File: config.mk
export PLATFORM = sky130hd
export DESIGN_NAME = lut_sweep_ctrl_flat
export DESIGN_NICKNAME = d
export VERILOG_FILES = /design/src/rtl/lut_sweep_ctrl_if.sv /design/src/rtl/lut_sweep_ctrl.sv /design/src/flat_wrapper.sv
export SDC_FILE = /design/constraint.sdc
export NUM_CORES = 1
export LEC_CHECK = 0
export ABC_AREA = 1
export BUFFER_PORTS_ARGS = -buffer_cell sky130_fd_sc_hd__buf_2
export CAP_MARGIN = 40
export CORE_ASPECT_RATIO = 1.25
export CORE_MARGIN = 2
export CORE_UTILIZATION = 35
export DETAILED_ROUTE_END_ITERATION = 12
export MAX_ROUTING_LAYER = met4
export SETUP_SLACK_MARGIN = 0.02
export SYNTH_ARGS = -nofsm -noshare
export SYNTH_HDL_FRONTEND = slang
export SYNTH_SLANG_ARGS = --single-unit
File: constraint.sdc
create_clock -name clk -period 1.7 [get_ports clk]
set_input_delay 0.085 -clock clk [delete_from_list [all_inputs] [get_ports clk]]
set_output_delay 0.085 -clock clk [all_outputs]
set_load 0.005 [all_outputs]
File: src/rtl/lut_sweep_ctrl_if.sv
// Bundle of command, load-stream, dump-stream and LUT-port signals for lut_sweep_ctrl.
// The master modport is the controller's view; the slave modport is its surroundings.
interface lut_sweep_ctrl_if #(
  parameter int ASIZE  = 8,
  parameter int DWIDTH = 8
);
  logic              start;
  logic [1:0]        op;
  logic [DWIDTH-1:0] fill_val;
  logic              busy;
  logic              done;
  logic              s_valid;
  logic [DWIDTH-1:0] s_data;
  logic              s_ready;
  logic              m_valid;
  logic [DWIDTH-1:0] m_data;
  logic [ASIZE-1:0]  m_addr;
  logic              m_ready;
  logic              mem_we;
  logic [ASIZE-1:0]  mem_addr;
  logic [DWIDTH-1:0] mem_wdata;
  logic [DWIDTH-1:0] mem_rdata;

  modport master (
    input  start, op, fill_val, s_valid, s_data, m_ready, mem_rdata,
    output busy, done, s_ready, m_valid, m_data, m_addr, mem_we, mem_addr, mem_wdata
  );

  modport slave (
    output start, op, fill_val, s_valid, s_data, m_ready, mem_rdata,
    input  busy, done, s_ready, m_valid, m_data, m_addr, mem_we, mem_addr, mem_wdata
  );
endinterface

File: src/rtl/lut_sweep_ctrl.sv
// Sweeps a single-port LUT: fills every entry (constant, ramp or streamed data)
// or dumps every entry out as a valid/ready stream with its address.
module lut_sweep_ctrl #(
  parameter int ASIZE  = 8,
  parameter int DWIDTH = 8
) (
  input  logic             clk,
  input  logic             rst,
  lut_sweep_ctrl_if.master bus
);
  localparam int               ARANGE = 1 << ASIZE;
  localparam logic [ASIZE-1:0] LAST   = ASIZE'(ARANGE - 1);

  localparam logic [1:0] OP_CONST = 2'b00;
  localparam logic [1:0] OP_RAMP  = 2'b01;
  localparam logic [1:0] OP_LOAD  = 2'b10;
  localparam logic [1:0] OP_DUMP  = 2'b11;

  typedef enum logic [2:0] {IDLE, WRITE, RD_REQ, RD_WAIT, OUT, DONE} state_t;

  state_t            state_reg;
  logic [1:0]        op_reg;
  logic [DWIDTH-1:0] val_reg;
  logic [ASIZE-1:0]  cnt_reg;
  logic              busy_reg;
  logic              done_reg;
  logic              m_valid_reg;
  logic [DWIDTH-1:0] m_data_reg;
  logic [ASIZE-1:0]  m_addr_reg;
  logic              wr_fire;
  logic [DWIDTH-1:0] wdata_next;

  // A load beat is written in the same cycle it is accepted, so the write
  // strobe follows s_valid directly while in WRITE.
  assign wr_fire = (state_reg == WRITE) && ((op_reg != OP_LOAD) || bus.s_valid);

  always_comb begin
    wdata_next = '0;
    if (state_reg == WRITE) begin
      case (op_reg)
        OP_CONST: wdata_next = val_reg;
        OP_RAMP:  wdata_next = val_reg + DWIDTH'(cnt_reg);
        default:  wdata_next = bus.s_data;
      endcase
    end
  end

  always_ff @(posedge clk) begin
    if (rst) begin
      state_reg   <= IDLE;
      op_reg      <= OP_CONST;
      val_reg     <= '0;
      cnt_reg     <= '0;
      busy_reg    <= 1'b0;
      done_reg    <= 1'b0;
      m_valid_reg <= 1'b0;
      m_data_reg  <= '0;
      m_addr_reg  <= '0;
    end else begin
      done_reg <= 1'b0;
      case (state_reg)
        IDLE: begin
          if (bus.start) begin
            op_reg    <= bus.op;
            val_reg   <= bus.fill_val;
            cnt_reg   <= '0;
            busy_reg  <= 1'b1;
            state_reg <= (bus.op == OP_DUMP) ? RD_REQ : WRITE;
          end
        end
        WRITE: begin
          if (wr_fire) begin
            cnt_reg <= cnt_reg + 1'b1;
            if (cnt_reg == LAST) begin
              state_reg <= DONE;
              done_reg  <= 1'b1;
            end
          end
        end
        RD_REQ: state_reg <= RD_WAIT;
        RD_WAIT: begin
          m_data_reg  <= bus.mem_rdata;
          m_addr_reg  <= cnt_reg;
          m_valid_reg <= 1'b1;
          state_reg   <= OUT;
        end
        OUT: begin
          if (bus.m_ready) begin
            m_valid_reg <= 1'b0;
            cnt_reg     <= cnt_reg + 1'b1;
            if (cnt_reg == LAST) begin
              state_reg <= DONE;
              done_reg  <= 1'b1;
            end else begin
              state_reg <= RD_REQ;
            end
          end
        end
        DONE: begin
          busy_reg  <= 1'b0;
          state_reg <= IDLE;
        end
        default: state_reg <= IDLE;
      endcase
    end
  end

  // Reset gates the strobe so an aborted command never writes in the reset cycle.
  assign bus.mem_we    = wr_fire && !rst;
  assign bus.mem_addr  = cnt_reg;
  assign bus.mem_wdata = wdata_next;
  assign bus.s_ready   = (state_reg == WRITE) && (op_reg == OP_LOAD);
  assign bus.busy      = busy_reg;
  assign bus.done      = done_reg;
  assign bus.m_valid   = m_valid_reg;
  assign bus.m_data    = m_data_reg;
  assign bus.m_addr    = m_addr_reg;
endmodule

File: src/flat_wrapper.sv
// flat-port wrapper written by rule: the top's interface ports become plain ports
module lut_sweep_ctrl_flat 
#(
  parameter int ASIZE  = 8,
  parameter int DWIDTH = 8
)
  (clk, rst, bus_start, bus_op, bus_fill_val, bus_s_valid, bus_s_data, bus_m_ready, bus_mem_rdata, bus_busy, bus_done, bus_s_ready, bus_m_valid, bus_m_data, bus_m_addr, bus_mem_we, bus_mem_addr, bus_mem_wdata);
  lut_sweep_ctrl_if #(.ASIZE(ASIZE), .DWIDTH(DWIDTH)) bus_i ();
  input  logic clk;
  input  logic rst;
  input wire logic [$bits(bus_i.start)-1:0] bus_start;
  input wire logic [$bits(bus_i.op)-1:0] bus_op;
  input wire logic [$bits(bus_i.fill_val)-1:0] bus_fill_val;
  input wire logic [$bits(bus_i.s_valid)-1:0] bus_s_valid;
  input wire logic [$bits(bus_i.s_data)-1:0] bus_s_data;
  input wire logic [$bits(bus_i.m_ready)-1:0] bus_m_ready;
  input wire logic [$bits(bus_i.mem_rdata)-1:0] bus_mem_rdata;
  output wire logic [$bits(bus_i.busy)-1:0] bus_busy;
  output wire logic [$bits(bus_i.done)-1:0] bus_done;
  output wire logic [$bits(bus_i.s_ready)-1:0] bus_s_ready;
  output wire logic [$bits(bus_i.m_valid)-1:0] bus_m_valid;
  output wire logic [$bits(bus_i.m_data)-1:0] bus_m_data;
  output wire logic [$bits(bus_i.m_addr)-1:0] bus_m_addr;
  output wire logic [$bits(bus_i.mem_we)-1:0] bus_mem_we;
  output wire logic [$bits(bus_i.mem_addr)-1:0] bus_mem_addr;
  output wire logic [$bits(bus_i.mem_wdata)-1:0] bus_mem_wdata;
  assign bus_i.start = bus_start;
  assign bus_i.op = bus_op;
  assign bus_i.fill_val = bus_fill_val;
  assign bus_i.s_valid = bus_s_valid;
  assign bus_i.s_data = bus_s_data;
  assign bus_i.m_ready = bus_m_ready;
  assign bus_i.mem_rdata = bus_mem_rdata;
  assign bus_busy = bus_i.busy;
  assign bus_done = bus_i.done;
  assign bus_s_ready = bus_i.s_ready;
  assign bus_m_valid = bus_i.m_valid;
  assign bus_m_data = bus_i.m_data;
  assign bus_m_addr = bus_i.m_addr;
  assign bus_mem_we = bus_i.mem_we;
  assign bus_mem_addr = bus_i.mem_addr;
  assign bus_mem_wdata = bus_i.mem_wdata;
  lut_sweep_ctrl #(.ASIZE(ASIZE), .DWIDTH(DWIDTH)) u_core (.clk(clk), .rst(rst), .bus(bus_i));
endmodule
==> results of run 1 <==
report_power, final:
part	switching, mW	total (mW)	internal, mW	leakage (nW)
logic	0.950	1.59	0.636	1.09
registers	0.140	1.24	1.10	0.331
clock network	0.320	0.682	0.362	0.0503
metrics by stage:
step,instance area (sq um),setup slack (ns)
final,2988,-0.1391
after global placement,2745,0.07289
after global routing,2988,-0.2276
after floorplan,2221,0.1397
after CTS,2980,-0.1361
after detailed placement,2745,0.06763
worst reg2reg max path: stages, from the launching register on:
cell and delay, ns:
dfxtp_2 0.35, buf_4 0.14, ha_1 0.17, nand2_1 0.10, nor2_2 0.11, nand3_1 0.13
nand2_1 0.09, nand2_1 0.07, nor2_2 0.11, nor3b_2 0.16
logic make-up (layout without fill, tap and decap cells):
| family | after synthesis | after routing |
|---|---|---|
| buf+inv | 51 | 134 |
| fa+ha+maj | 9 | 9 |
| xor+xnor | 1 | 1 |
| compound gates | 65 | 65 |
| flops | 40 | 40 |
| simple gates | 164 | 164 |
repair_timing:
action | CTS | global route
hold buffers | 0 | 0
gates resized for setup | 29 | 2
setup buffers | 2 | 0
pin swaps | 7 | 2
endpoints found under the setup margin | 7 | 9
endpoints found under the hold margin | 0 | 0
gates cloned | 0 | 0
how the worst min path moves through the flow:
stage                     start                                 to  slack, ns  cells past startpoint
5_1_grt         bus_fill_val[1]     u_core.val_reg[1]$_SDFFE_PP0P_       0.06                      3
2_1_floorplan  bus_mem_rdata[0]  u_core.bus.m_data[0]$_SDFFE_PP0P_       0.25                      2
6_report       bus_mem_rdata[5]  u_core.bus.m_data[5]$_SDFFE_PP0P_       0.04                      3
3_3_place_gp   bus_mem_rdata[5]  u_core.bus.m_data[5]$_SDFFE_PP0P_       0.33                      3
4_1_cts        bus_mem_rdata[5]  u_core.bus.m_data[5]$_SDFFE_PP0P_       0.03                      3
3_5_place_dp   bus_mem_rdata[5]  u_core.bus.m_data[5]$_SDFFE_PP0P_       0.34                      3
cell type report:
class | count | area share
flip-flops and latches | 40 | 0.2739
multi-input cells | 239 | 0.4447
inverters | 40 | 0.05109
repair buffers | 87 | 0.1625
well taps | 85 | 0.03559
clock buffers | 7 | 0.03224
cell usage after synthesis:
cell,number
or2_2,3
buf_1,1
nor3_1,2
nor2_1,40
a21oi_2,2
buf_4,1
fa_1,1
nand2_1,74
a31oi_1,1
ha_1,8
nand2_4,3
o21ai_0,23
o31ai_1,1
a21oi_1,32
nand4_1,5
nor2_4,1
inv_2,5
inv_4,1
xnor2_1,1
clkbuf_1,3
dfxtp_1,40
nor4_1,1
buf_2,6
nand3_1,28
nand3_2,1
nand2_2,2
inv_1,34
a22oi_1,6
nor3b_2,1
nor2_2,2
nand3b_1,1
routing by layer:
layer	part of all wire	wire length [um]	GRT usage	vias up
li1	-	-	-	1234
met1	0.46	2870	0.2355	1031
met2	0.47	2957	0.3063	65
met3	0.043	270	0.03448	12
met4	0.024	147	0.06433	0
met5	0	0	-	-
==> qor.csv, run 1 <==
metric;value;unit
WP data arrival;1.75;ns
first-pass GRT wire length;9908;um
CP Capture Type;output pin;
worst ir drop on vdd;541.2;uV
CP required;1.62;ns
Synth Area in Simple Gates;0.3307;
mux cell area share after synthesis;0;
Post-Place Cells;489;
Mapped Area;2221;sq um
PortBufs;67;
Adder-Cell Fraction of Synth Area;0.05408;
# IOs;68;
start point of the critical path;u_core.val_reg[0]$_SDFFE_PP0P_;
Synth Register Bits;40;
Die Y;93.06;um
core area;6166;sq um
worst r2r dst;u_core.state_reg[1]$_SDFFE_PP0P_;
Avg Cell Area, Syn;6.730;sq um
hold_ws;0.04001;ns
Layout Nets;453;
Compound-Gate Fraction of Synth Area;0.1583;
# diodes;0;
CP peak stage delay;0.39;ns
CTS buffer count;5;
slowest CP cell;fa_2;
CTS root buf;clkbuf_8;
failing checks;negative setup slack;
worst slew pin tran;0.5927;ns
Period minus WS final;1.839;ns
Hold WC Path Type;in2reg;
worst r2r src;u_core.bus.mem_addr[0]$_SDFFE_PP0P_;
Via Count;2342;
Post-DRT Antenna Nets;0;
Distinct cells, synth;31;
RSZ-0062 raised after global routing;yes;
dominant cells by area after synthesis;dfxtp_1 (36%), nand2_1 (13%), a21oi_1 (7.2%);
largest net degree at the start of global routing;23;
Fin Setup TNS;-0.5193;ns
max cap viols;0;
combinational family with the most area after synthesis;simple AND/OR/NAND/NOR gates;
GP Congestion;0.9055;
commonest cells after routing, fill and taps aside;nand2_1 (71), buf_2 (67), nor2_1 (39);
family with the most delay on the worst path;adder cells;
antenna violations before repair;0;
GRT Total Usage;0.1893;
R2R depth;9;
Worst R2R Setup Slack;0.20;ns
Worst-Skew Late Latency;0.29;ns
hpwl dp;4814;um
fmax;543.8;MHz
Syn Nets;370;
clock slew at reported path FFs;0.07;ns
critical-path cell list;ha_4 > fa_2 > a21oi_2 > or2_2 > nand3_1 > a21oi_1 > buf_2;
area fraction of the dominant cell type after synthesis;0.3606;
sequential fraction of the synthesis area;0.3606;
CP max FO;4;
multi-input combinational cell area;1329;sq um
die area;7003;sq um
Synth Area in XOR/XNOR;0.003944;
final setup fails;7;
final setup margin;-0.1391;ns
clock skew;0.006552;ns
std cell rows;32;
Setup CP Type;reg2out;
Die X-Extent;75.25;um
post-layout total power;3.506;mW
crit start category;flip-flop;
fin cells;498;
Final Core Density;0.4846;
wire per inst;12.54;um
Final Max Slew Viols;0;
vias in the first global route;2180;
wirelength, routed;6246;um
vias per std cell;4.703;
outcome;finished with violations;
TritonCTS clock tree;yes;
CP Capture Point;bus_mem_wdata[4];
Fillers;667;
Area growth, synth to finish;34.54;%
sequential cell area;818.3;sq um
number of remaining DRC errors;0;
final global-route overflow total;0;
maximum clock insertion buffer count;2;
power density cells;1173;nW/um^2
clk sinks;40;
synth warn;0;
Initial Utilization;0.3602;
period utilization;1.082;
commonest non-fill, non-tap cell in the layout;nand2_1;
Slew Limit Headroom;0.6044;
H-Tree Depth;2;
crit path buf inv count;1;
count of final hold-check violations;0;
leak pwr;1.474;nW
layout cells sized above 1;0.3487;
Critical Path Stages;7;
drt initial violations;91;
Syn Inst Count;330;
total iterations of the first detailed-routing run;4;
Synth area leader;dfxtp_1;
Note: power is estimated with default switching activity, not from simulation.
==> run 2: changes to the inputs <==
--- a/config.mk
+++ b/config.mk
@@ -8,12 +8,14 @@
 export ABC_AREA = 1
 export BUFFER_PORTS_ARGS = -buffer_cell sky130_fd_sc_hd__buf_2
 export CAP_MARGIN = 40
-export CORE_ASPECT_RATIO = 1.25
+export CORE_ASPECT_RATIO = 1.1
 export CORE_MARGIN = 2
-export CORE_UTILIZATION = 35
+export CORE_UTILIZATION = 51
 export DETAILED_ROUTE_END_ITERATION = 12
 export MAX_ROUTING_LAYER = met4
+export PLACE_DENSITY = 0.79
 export SETUP_SLACK_MARGIN = 0.02
+export SKIP_LAST_GASP = 1
 export SYNTH_ARGS = -nofsm -noshare
 export SYNTH_HDL_FRONTEND = slang
 export SYNTH_SLANG_ARGS = --single-unit
==> run 2 against run 1 <==
Compared with the run above:
- the flow still finishes with violations (negative setup slack)
- via count grew 1.9%
- final area increased by 0.80%
- largest cell class unchanged
- critical endpoint unchanged
- largest power group unchanged
- worst setup slack worse by 0.032 ns
- flip-flop and latch count is the same
- cell count fell by 6.2%
- clock skew about the same
- routed wire length is 1.2% lower
- count of clock-buffer cells in the layout fell by 2
- core utilization up 22 points
- worst hold slack worse by 0.0052 ns
- first-iteration DRC count is 34% higher
- combinational power rose by 3%
==> qor.csv, run 2 (synthesized netlist as in run 1, its figures left out) <==
metric;value;unit;change
first-pass GRT wire length;9673;um;-2.4%
Initial Utilization;0.5221;;+0.1619
CTS root buf;clkbuf_8;;
vias in the first global route;2157;;-1.1%
metal3 WL;342;um;+27%
commonest non-fill, non-tap cell in the layout;nand2_1;;
Worst-Skew Late Latency;0.29;ns;about the same
worst slew pin tran;0.5746;ns;-0.01812 ns
antenna violations before repair;0;;unchanged
GRT Total Usage;0.2642;;+0.07493
leak pwr;1.487;nW;+0.86%
wire per inst;13.22;um;+5.4%
# diodes;0;;unchanged
count of final hold-check violations;0;;unchanged
final setup fails;7;;unchanged
maximum clock insertion buffer count;2;;unchanged
largest net degree at the start of global routing;23;;unchanged
layout cells sized above 1;0.3462;;-0.002421
slowest CP cell;fa_2;;
Placement Cell Area;2691;sq um;-2.0%
GP Congestion;0.8830;;-2.5%
# IOs;68;;unchanged
worst r2r dst;u_core.bus.mem_addr[6]$_SDFFE_PP0P_;;
wirelength, routed;6173;um;-1.2%
hold depth;3;;unchanged
Post-DRT Antenna Nets;0;;unchanged
total iterations of the first detailed-routing run;6;;+2
HP Start;bus_mem_rdata[0];;
RSZ-0062 raised after global routing;yes;;
Period minus WS final;1.871;ns;+0.03181 ns
Layout Nets;452;;-0.22%
CP Capture Type;output pin;;
die area;4899;sq um;-30%
hold buffer count at CTS;0;;unchanged
Hold WC Path Type;in2reg;;
DR WL met2;3008;um;+1.7%
clock slew at reported path FFs;0.08;ns;about the same
Via Count;2386;;+1.9%
top sig layer;met4;;
hpwl dp;4465;um;-7.3%
R2R depth;11;;+2
Die Y;73.21;um;-21%
Area growth, synth to finish;35.61;%;
Die X-Extent;66.92;um;-11%
hold_ws;0.03484;ns;-0.005173 ns
vias per std cell;5.109;;+8.6%
WP data arrival;1.79;ns;+0.04 ns
period utilization;1.101;;+0.01871
final instance area;3012;sq um;+0.80%
critical-path cell list;ha_4 > fa_2 > a21oi_2 > or2_2 > nand3_1 > a21oi_1 > buf_2;;
Setup CP Type;reg2out;;
Worst R2R Setup Slack;0.12;ns;-0.08 ns
core area;4254;sq um;-31%
Final Max Slew Viols;0;;unchanged
start point of the critical path;u_core.bus.mem_addr[0]$_SDFFE_PP0P_;;
CP required;1.62;ns;about the same
fmax;534.5;MHz;-1.7%
H-Tree Depth;2;;unchanged
Slew Limit Headroom;0.6165;;+0.01209
commonest cells after routing, fill and taps aside;nand2_1 (70), buf_2 (67), nor2_1 (39);;
power density cells;1305;nW/um^2;+11%
clock skew;0.006669;ns;+0.0001177 ns
max cap viols;0;;unchanged
final setup margin;-0.1709;ns;-0.03182 ns
failing checks;negative setup slack;;
outcome;finished with violations;;
CP max FO;4;;unchanged
TritonCTS clock tree;yes;;
worst r2r src;u_core.bus.mem_addr[0]$_SDFFE_PP0P_;;
std cell rows;25;;-22%
final global-route overflow total;0;;unchanged
Post-Route M1 WL;2684;um;-6.5%
PortBufs;67;;unchanged
post-layout total power;3.931;mW;+12%
CP peak stage delay;0.39;ns;about the same
clk sinks;40;;unchanged
drt initial violations;122;;+34%
worst ir drop on vdd;802.4;uV;+48%
Hold Path Sink;u_core.bus.m_data[0]$_SDFFE_PP0P_;;
number of remaining DRC errors;0;;unchanged
CTS buffer count;5;;unchanged
crit start category;flip-flop;;
## run 2: worst max-delay path by stage
stage / cells past startpoint / slack (ns) / end
final: 7 / -0.17 / bus_mem_wdata[4]
after global routing: 8 / -0.27 / bus_mem_wdata[6]
after CTS: 7 / -0.15 / bus_mem_wdata[4]
after detailed placement: 7 / 0.04 / bus_mem_wdata[4]
after global placement: 7 / 0.09 / bus_mem_wdata[4]
after floorplan: 6 / 0.14 / bus_mem_wdata[4]
## run 2: layout make-up
type                       count  area, sq um
clock buffer                   5        68.82
clock inverter                 3        90.09
fill                         339         1242
inverter                      40        152.6
multi-input combinational    239         1338
sequential                    40        817.0
tap                           54        67.56
timing repair buffer          86        478.0
## run 2: critical path, delay by kind of cell, from the launching register on
family          cells  cell delay [ns]
simple gates        2             0.18
flops               1             0.35
compound gates      2             0.29
fa+ha+maj           2             0.55
buf+inv             1             0.13
## run 2: where the power goes
part | internal, mW | total (mW) | switching [mW]
logic | 0.659 | 1.63 | 0.968
registers | 1.10 | 1.24 | 0.147
clock network | 0.734 | 1.06 | 0.326
## run 2: through the flow
stage / util / TNS, ns / std cells / worst slack (ns)
floorplan: - / 0 / 330 / 0.1397
global placement: 0.6326 / 0 / 456 / 0.08567
detailed placement: 0.6326 / 0 / 456 / 0.03754
CTS: 0.6968 / -0.5081 / 467 / -0.1506
global route: 0.7079 / -1.679 / 467 / -0.2731
finish: 0.7079 / -0.6340 / 467 / -0.1709
## run 2: timing repair
action,4_1_cts,5_1_grt
endpoints found under the setup margin,7,11
gates resized for setup,19,14
setup buffers,3,0
pin swaps,4,0
## run 2: metal layers
layer / track usage / vias to the layer above
li1: - / 1240
met1: 0.3080 / 1043
met4: 0.09524 / 0
met2: 0.4478 / 89
met5: - / -
met3: 0.05401 / 14
==> run 3: changes to the inputs <==
--- a/config.mk
+++ b/config.mk
@@ -9,7 +9,6 @@
 export BUFFER_PORTS_ARGS = -buffer_cell sky130_fd_sc_hd__buf_2
 export CAP_MARGIN = 40
 export CORE_ASPECT_RATIO = 1.1
-export CORE_MARGIN = 2
 export CORE_UTILIZATION = 51
 export DETAILED_ROUTE_END_ITERATION = 12
 export MAX_ROUTING_LAYER = met4
==> run 3 against run 2 <==
Compared with the run above:
- the run still ends with negative setup slack left
- first-iteration DRC count is 58% higher
- flip-flop and latch count did not move
- count of clock-buffer cells in the layout increased by 2
- critical path type unchanged
- critical endpoint unchanged
==> qor.csv, run 3 (synthesized netlist as in run 1, its figures left out) <==
metric;value;unit;change
hold buffer count at CTS;0;;unchanged
CP Capture Type;output pin;;
WP data arrival;1.80;ns;about the same
count of final hold-check violations;0;;unchanged
final global-route overflow total;0;;unchanged
TritonCTS clock tree;yes;;
power density cells;1232;nW/um^2;-5.6%
max cap viols;0;;unchanged
clock skew;0.006080;ns;-0.0005893 ns
metal3 WL;441;um;+29%
Post-Place Cells;455;;-0.22%
Final Max Slew Viols;0;;unchanged
H-Tree Depth;2;;unchanged
PortBufs;67;;unchanged
final setup margin;-0.1801;ns;-0.009211 ns
CTS buffer count;5;;unchanged
fmax;531.9;MHz;-0.49%
Period minus WS final;1.880;ns;+0.009211 ns
core area;4054;sq um;-4.7%
period utilization;1.106;;+0.005418
vias in the first global route;2309;;+7.0%
top sig layer;met4;;
die area;4623;sq um;-5.6%
Area growth, synth to finish;36.28;%;
clk sinks;40;;unchanged
hpwl dp;4333;um;-3.0%
Hold WC Path Type;in2reg;;
Post-DRT Antenna Nets;0;;unchanged
final instance area;3027;sq um;+0.50%
vias per std cell;5.419;;+6.1%
std cell rows;24;;-4.0%
Layout Nets;455;;+0.66%
layout cells sized above 1;0.3630;;+0.01673
maximum clock insertion buffer count;2;;unchanged
worst r2r src;u_core.bus.mem_addr[0]$_SDFFE_PP0P_;;
CP max FO;3;;-1
Die Y;71.21;um;-2.7%
commonest non-fill, non-tap cell in the layout;nand2_1;;
drt initial violations;193;;+58%
RSZ-0062 raised after global routing;yes;;
antenna violations before repair;0;;unchanged
# IOs;68;;unchanged
total iterations of the first detailed-routing run;4;;-2
number of remaining DRC errors;0;;unchanged
DR WL met2;3165;um;+5.2%
critical-path cell list;ha_4 > fa_2 > a21oi_2 > or2_2 > nand3_1 > a21oi_1 > buf_2;;
crit start category;flip-flop;;
first-pass GRT wire length;9970;um;+3.1%
GRT Total Usage;0.2840;;+0.01984
slowest CP cell;fa_2;;
worst slew pin tran;0.5924;ns;+0.01780 ns
CTS root buf;clkbuf_8;;
wire per inst;13.65;um;+3.2%
commonest cells after routing, fill and taps aside;nand2_1 (69), buf_2 (67), nor2_1 (39);;
CP required;1.62;ns;about the same
failing checks;negative setup slack;;
worst ir drop on vdd;894.8;uV;+12%
start point of the critical path;u_core.val_reg[0]$_SDFFE_PP0P_;;
fin cells;468;;+0.21%
Die X-Extent;64.92;um;-3.0%
final setup fails;7;;unchanged
CP peak stage delay;0.39;ns;about the same
Post-Route M1 WL;2666;um;-0.67%
Slew Limit Headroom;0.6046;;-0.01188
GP Congestion;0.9578;;+8.5%
largest net degree at the start of global routing;23;;unchanged
outcome;finished with violations;;
Placement Cell Area;2696;sq um;+0.19%
# diodes;0;;unchanged
Setup CP Type;reg2out;;
HP Start;bus_mem_rdata[0];;
leak pwr;1.494;nW;+0.47%
Via Count;2536;;+6.3%
clock slew at reported path FFs;0.08;ns;about the same
Worst-Skew Late Latency;0.29;ns;about the same
Initial Utilization;0.5478;;+0.02578
wirelength, routed;6387;um;+3.5%
-- run 3: area by class of cell --
type / count / area, sq um
well taps: 52 / 65.06
inverters: 40 / 152.6
clock inverters: 1 / 30.03
multi-input cells: 239 / 1363
clock buffers: 7 / 96.34
repair buffers: 89 / 500.5
fillers: 311 / 1027
flip-flops and latches: 40 / 819.5
-- run 3: worst max-delay path, delay by kind of cell (launching register included) --
kind	cells	cell delay, ns
fa+ha+maj	2	0.55
flops	1	0.34
compound gates	2	0.31
simple gates	2	0.19
buf+inv	1	0.12
-- run 3: routing by layer --
metal  track usage  vias to the layer above
met4        0.1062                        0
met3       0.04618                       11
met2        0.4780                      126
met5             -                        -
met1        0.3376                     1155
li1              -                     1244
-- run 3: timing repair --
action                                  CTS  global route
pin swaps                                 6             7
setup buffers                             2             3
gates resized for setup                  26            14
endpoints found under the setup margin    7            10
-- run 3: stage by stage --
stage	hold WS [ns]	worst slack, ns	utilization	total power, mW	setup TNS, ns
finish	0.04663	-0.1801	0.7466	3.727	-0.7832
global route	0.06178	-0.2425	0.7466	3.968	-1.332
CTS	0.04331	-0.1386	0.7284	3.650	-0.3938
detailed placement	0.3466	0.07449	0.6651	2.728	0
global placement	0.3314	0.08536	0.6651	2.698	0
floorplan	0.2494	0.1397	-	2.216	0
-- run 3: worst paths after layout --
check	endpoint	slack [ns]	cells after the start
worst max-delay path	bus_mem_wdata[4]	-0.18	7
worst min-delay path	u_core.bus.m_data[0]$_SDFFE_PP0P_	0.05	3
worst max register to register	u_core.state_reg[2]$_SDFFE_PP0P_	0.14	10
worst min register to register	u_core.bus.busy$_SDFFE_PP0P_	0.48	2
-- run 3: where the power goes --
| group | switching [mW] | internal (mW) |
|---|---|---|
| sequential | 0.141 | 1.10 |
| combinational | 0.985 | 0.659 |
| clock | 0.326 | 0.518 |
